--- config.mk ---
export PLATFORM = sky130hd
export DESIGN_NAME = mem_lsu
export DESIGN_NICKNAME = d
export VERILOG_FILES = /design/src/rtl/mem_lsu.sv
export SDC_FILE = /design/constraint.sdc
export NUM_CORES = 1
export LEC_CHECK = 0
export ABC_AREA = 1
export ABC_CLOCK_PERIOD_IN_PS = 4400
export BUFFER_PORTS_ARGS = -buffer_cell sky130_fd_sc_hd__clkbuf_2
export CAP_MARGIN = 0
export CORE_MARGIN = 2
export CORE_UTILIZATION = 40
export CTS_CLUSTER_SIZE = 40
export DETAILED_ROUTE_END_ITERATION = 8
export PLACE_DENSITY = 0.68
export SLEW_MARGIN = 10
export SYNTH_ARGS = -nofsm -noshare
export SYNTH_HDL_FRONTEND = slang
export SYNTH_SLANG_ARGS = --single-unit
--- constraint.sdc ---
create_clock -name clk -period 4.4 [get_ports clk]
set_input_delay 0.22 -clock clk [delete_from_list [all_inputs] [get_ports clk]]
set_output_delay 0.22 -clock clk [all_outputs]
set_load 0.02 [all_outputs]
--- src/rtl/mem_lsu.sv ---
// mem_lsu: load/store initiator for the 4096-byte big-endian data memory.
// Optional misalignment fault is enabled by defining LSU_ALIGN_CHECK_EN.
module mem_lsu #(
    parameter int MEM_BYTES = 4096,
    parameter int CNT_W     = 16
) (
    input  logic             clk,
    input  logic             reset,
    input  logic             req_valid,
    output logic             req_ready,
    input  logic             req_store,
    input  logic [2:0]       req_op,
    input  logic [31:0]      req_addr,
    input  logic [31:0]      req_wdata,
    output logic             resp_valid,
    input  logic             resp_ready,
    output logic [31:0]      resp_rdata,
    output logic             resp_fault,
    output logic [31:0]      mem_address,
    output logic [31:0]      mem_write_data,
    output logic             mem_memread,
    output logic             mem_memwrite,
    output logic [2:0]       mem_mode,
    input  logic [31:0]      mem_read_data,
    output logic [CNT_W-1:0] load_cnt,
    output logic [CNT_W-1:0] store_cnt,
    output logic [CNT_W-1:0] fault_cnt
);

    typedef enum logic [1:0] {
        IDLE,
        ACCESS,
        RESP
    } state_t;

    localparam logic [32:0] LAST_ADDR = 33'(MEM_BYTES - 1);

    state_t      state;
    logic [2:0]  size_m1;
    logic [32:0] last_byte;
    logic        op_bad;
    logic        range_bad;
    logic        align_bad;
    logic        req_fault;

    function automatic logic [CNT_W-1:0] sat_inc(input logic [CNT_W-1:0] c);
        return (&c) ? c : c + CNT_W'(1);
    endfunction

    // Legality of the request on the input bus; the end address is formed in
    // 33 bits so an access that wraps past 0xFFFFFFFF is caught as out of range.
    always_comb begin
        size_m1 = 3'd0;
        case (req_op)
            3'b000:         size_m1 = 3'd3;
            3'b001, 3'b010: size_m1 = 3'd1;
            default:        size_m1 = 3'd0;
        endcase
        op_bad    = (req_op > 3'd4) |
                    (req_store & ((req_op == 3'b010) | (req_op == 3'b100)));
        last_byte = {1'b0, req_addr} + {30'd0, size_m1};
        range_bad = last_byte > LAST_ADDR;
`ifdef LSU_ALIGN_CHECK_EN
        align_bad = ((req_op == 3'b000) & (req_addr[1:0] != 2'b00)) |
                    (((req_op == 3'b001) | (req_op == 3'b010)) & req_addr[0]);
`else
        align_bad = 1'b0;
`endif
        req_fault = op_bad | range_bad | align_bad;
    end

    assign req_ready = (state == IDLE) & ~reset;

    always_ff @(posedge clk or posedge reset) begin
        if (reset) begin
            state          <= IDLE;
            mem_address    <= '0;
            mem_write_data <= '0;
            mem_mode       <= '0;
            mem_memread    <= 1'b0;
            mem_memwrite   <= 1'b0;
            resp_valid     <= 1'b0;
            resp_fault     <= 1'b0;
            resp_rdata     <= '0;
            load_cnt       <= '0;
            store_cnt      <= '0;
            fault_cnt      <= '0;
        end else begin
            case (state)
                IDLE: begin
                    if (req_valid) begin
                        if (req_fault) begin
                            state      <= RESP;
                            resp_valid <= 1'b1;
                            resp_fault <= 1'b1;
                            resp_rdata <= '0;
                            fault_cnt  <= sat_inc(fault_cnt);
                        end else begin
                            state          <= ACCESS;
                            mem_address    <= req_addr;
                            mem_mode       <= req_op;
                            mem_write_data <= req_wdata;
                            mem_memread    <= ~req_store;
                            mem_memwrite   <= req_store;
                        end
                    end
                end
                ACCESS: begin
                    // mem_memwrite still marks whether this access is a store
                    state        <= RESP;
                    mem_memread  <= 1'b0;
                    mem_memwrite <= 1'b0;
                    resp_valid   <= 1'b1;
                    resp_fault   <= 1'b0;
                    if (mem_memwrite) begin
                        resp_rdata <= '0;
                        store_cnt  <= sat_inc(store_cnt);
                    end else begin
                        resp_rdata <= mem_read_data;
                        load_cnt   <= sat_inc(load_cnt);
                    end
                end
                RESP: begin
                    if (resp_ready) begin
                        state      <= IDLE;
                        resp_valid <= 1'b0;
                        resp_fault <= 1'b0;
                        resp_rdata <= '0;
                    end
                end
                default: state <= IDLE;
            endcase
        end
    end

endmodule

==> flow_metrics.env <==
export IMPL_reg2reg_slack_ns=1.75
export IMPL_swShare=0.3038
export IMPL_outcome="completed"
export IMPL_cts_tree="done"
export IMPL_placed_cell_area_um2=9309
export IMPL_grt_pass1_vias=6541
export IMPL_setup_viol=0
export IMPL_cts_buffers=17
export IMPL_drv_slew=0
export IMPL_place_ws_ns=1.087
export IMPL_worst_ep_arrival_time_ns=3.18
export IMPL_grt_antenna_before_repair=0
export IMPL_die_area_um2=20600
export IMPL_power_mw=3.432
export IMPL_drt_iter0_drc=306
export IMPL_regToRegStartpoint="state[0]"
export IMPL_yosys_cell_types_count=30
export IMPL_post_cts_buffers=0
export IMPL_hold_path_class="primary input to asynchronous set/reset pin"
export IMPL_rr_endpoint="resp_rdata[22]"
export IMPL_vias_per_cell=4.597
export IMPL_drt_total_wl_um=19870
export IMPL_grt_pass1_wl_um=32220
export IMPL_io_pins=256
export IMPL_post_cts_resized=0
export IMPL_sequentialPowerShare=0.432
export IMPL_diodes=0
export IMPL_grt_total_usage=0.1966
export IMPL_fin_cells=1539
export IMPL_rsz0062_at_grt="no"
export IMPL_grt_max_degree=102
export IMPL_timing_final_crit_share=0.6542
export IMPL_dp_hpwl_um=14510
export IMPL_postSynthCellCount=996
export IMPL_required_ns=4.70
export IMPL_leakagePower_nw=5.569
export IMPL_final_cell_area_um2=10020
export IMPL_slew_limit_headroom=0.3674
export IMPL_syn_cell_area_um2=7787
export IMPL_initial_core_util=0.4041
export IMPL_finClkSkew_ns=0.006974
export IMPL_setup_slack_ns=1.522
export IMPL_syn_nets=1110
export IMPL_yosysWarnings=0
export IMPL_cts_root_buf="clkbuf_16"
export IMPL_finalSetupTns_ns=0
export IMPL_num_rows=51
export IMPL_worst_skew_pair_late_latency_ns=0.42
export IMPL_io_buffers=255
export IMPL_gp_congestion=0.9310
export IMPL_syn_avg_cell_area_um2=7.819
export IMPL_ctsLongestPathBuffers=2
export IMPL_internal_power_mw=2.390
export IMPL_h_tree_depth=4
export IMPL_num_vias=7075
export IMPL_wl_per_cell_um=12.91
export IMPL_worstRegToRegCells=8
export IMPL_p_switching_mw=1.043
export IMPL_ant_nets=0
export IMPL_comb_power_share=0.143
export IMPL_cp_end_kind="flip-flop"
export IMPL_first_pass_iters=4
export IMPL_globalRouteOverflowTotal=0
export IMPL_drc=0
export IMPL_final_nets=1375
export IMPL_drive_gt1_frac=0.2598
export IMPL_placed_cells=1494
export IMPL_core_area_um2=19270
export IMPL_syn_to_final_growth_pct=28.68
export IMPL_clkPwrFrac=0.425
export IMPL_die_y_um=143.5
export IMPL_start_kind="primary input"
export IMPL_synth_seq_cells=153
export IMPL_p_per_area_nw_per_um2=342.5
export IMPL_drv_cap=0
export IMPL_cts_clk_slew_worst_paths_ns=0.07
export IMPL_hold_buffers=13
export IMPL_vdd_drop_max_mv=0.2259
export IMPL_period_needed_ns=2.878
export IMPL_ys_seq_area_frac=0.4916
export IMPL_fmax_mhz=347.4
export IMPL_worst_pin_slew_ns=0.9489
export IMPL_hold_violations=0
export IMPL_cts_sinks=153
export IMPL_die_w_um=143.5
export IMPL_worstSetupPathType="primary input to flip-flop"
export IMPL_final_fill_count=1868
export IMPL_cp_max_fo=67
## critical path: stages
cell	delay, ns
clkbuf_2	0.11
inv_1	0.07
nand3_1	0.10
inv_1	0.07
ha_1	0.27
nand3_1	0.07
nand2_1	0.12
nand2_1	0.17
o21ai_0	0.24
nand3_1	0.09
nor2_1	0.09
nand2_1	0.06
nor2_1	0.12
nand3_1	0.14
nor2_4	0.17
nand3_4	0.45
buf_12	0.41
nand2_1	0.09
o21ai_0	0.07
## cells by family (layout without fill, tap and decap cells)
| group | count (synthesis) | after routing | share of synthesized area |
|---|---|---|---|
| fa+ha+maj | 10 | 10 | 0.01703 |
| xor+xnor | 44 | 44 | 0.04949 |
| simple gates | 558 | 558 | 0.3122 |
| flops | 153 | 153 | 0.4916 |
| buf+inv | 165 | 443 | 0.08628 |
| compound gates | 66 | 66 | 0.04338 |
## metrics by stage
stage / hold slack, ns / utilization
after CTS: 0.0001506 / 0.5200
after global placement: 0.4402 / 0.4831
after detailed placement: 0.4471 / 0.4831
final: 0.01848 / 0.5200
after floorplan: 0.3531 / -
after global routing: 0.01534 / 0.5200
## registers in the layout (all words and copies together) (netlist names)
register,flops
resp_rdata,32
store_cnt,16
state,2
mem_write_data,32
resp_valid,1
mem_mode,3
fault_cnt,16
mem_memread,1
mem_address,32
mem_memwrite,1
resp_fault,1
load_cnt,16
## power by group through the flow
stage / registers (mW) / logic [mW] / clock network, mW
after floorplan: 1.54 / 0.288 / 0
after global placement: 1.51 / 0.483 / 0
after detailed placement: 1.51 / 0.485 / 0
after CTS: 1.48 / 0.497 / 1.50
after global routing: 1.49 / 0.555 / 1.56
final: 1.48 / 0.491 / 1.46
## how the worst max path moves through the flow
stage                               endpoint       from  slack (ns)  depth (start not counted)
after floorplan                 fault_cnt[0]      reset        0.06                          1
after global placement     mem_write_data[6]  req_op[0]        1.17                         19
after detailed placement  mem_write_data[10]  req_op[0]        1.09                         19
after CTS                  mem_write_data[7]  req_op[0]        1.54                         19
after global routing       mem_write_data[7]  req_op[0]        1.08                         19
final                      mem_write_data[7]  req_op[0]        1.52                         19
## Yosys cell counts
cell type / n / share of area
nand2_1: 347 / 0.17
dfrtp_1: 153 / 0.49
inv_1: 115 / 0.055
nor2_1: 79 / 0.038
nand3_1: 42 / 0.027
o21ai_1: 42 / 0.027
nand3b_1: 35 / 0.034
xor2_1: 30 / 0.034
nand4_1: 25 / 0.020
inv_2: 20 / 0.0096
o21ai_0: 18 / 0.012
clkbuf_1: 15 / 0.0072
xnor2_1: 14 / 0.016
nor3_1: 12 / 0.0077
ha_1: 9 / 0.014
buf_2: 6 / 0.0039
nor2_2: 5 / 0.0040
buf_4: 4 / 0.0039
buf_6: 4 / 0.0058
nor4_1: 4 / 0.0032
a21oi_1: 3 / 0.0019
nand2_2: 3 / 0.0024
nor2_4: 3 / 0.0043
o21bai_1: 2 / 0.0019
a22oi_1: 1 / 0.00096
clkinv_1: 1 / 0.00048
fa_1: 1 / 0.0026
nand3_2: 1 / 0.0013
nand3_4: 1 / 0.0022
or2_2: 1 / 0.00080
## layout by cell type (no fill, tap or decap), drive strengths merged, types with 2 or more instances in the layout
cell type | Yosys | layout
a21oi | 3 | 3
buf | 14 | 7
clkbuf | 15 | 272
clkinv | 1 | 3
clkinvlp | 0 | 2
dfrtp | 153 | 153
dlygate4sd3 | 0 | 13
ha | 9 | 9
inv | 135 | 145
nand2 | 350 | 350
nand3 | 44 | 44
nand3b | 35 | 35
nand4 | 25 | 25
nor2 | 87 | 87
nor3 | 12 | 12
nor4 | 4 | 4
o21ai | 60 | 60
o21bai | 2 | 2
xnor2 | 14 | 14
xor2 | 30 | 30
## area by class of cell
cell class | instances | area, um^2 | area share
sequential | 153 | 3829 | 0.3821
clock inverter | 15 | 156.4 | 0.01561
inverter | 136 | 515.5 | 0.05144
timing repair buffer | 275 | 1471 | 0.1468
tap | 265 | 331.6 | 0.03309
clock buffer | 17 | 425.4 | 0.04245
multi-input combinational | 678 | 3292 | 0.3285
## metal layers
| metal | GRT usage | up-vias | share of wire |
|---|---|---|---|
| met1 | 0.2759 | 3208 | 0.47 |
| met3 | 0.03565 | 36 | 0.053 |
| met4 | 0.07534 | 0 | 0.026 |
| li1 | - | 3632 | - |
| met2 | 0.3030 | 199 | 0.45 |
| met5 | 0 | - | 0 |
No activity file was read; power rests on OpenSTA's default activity.
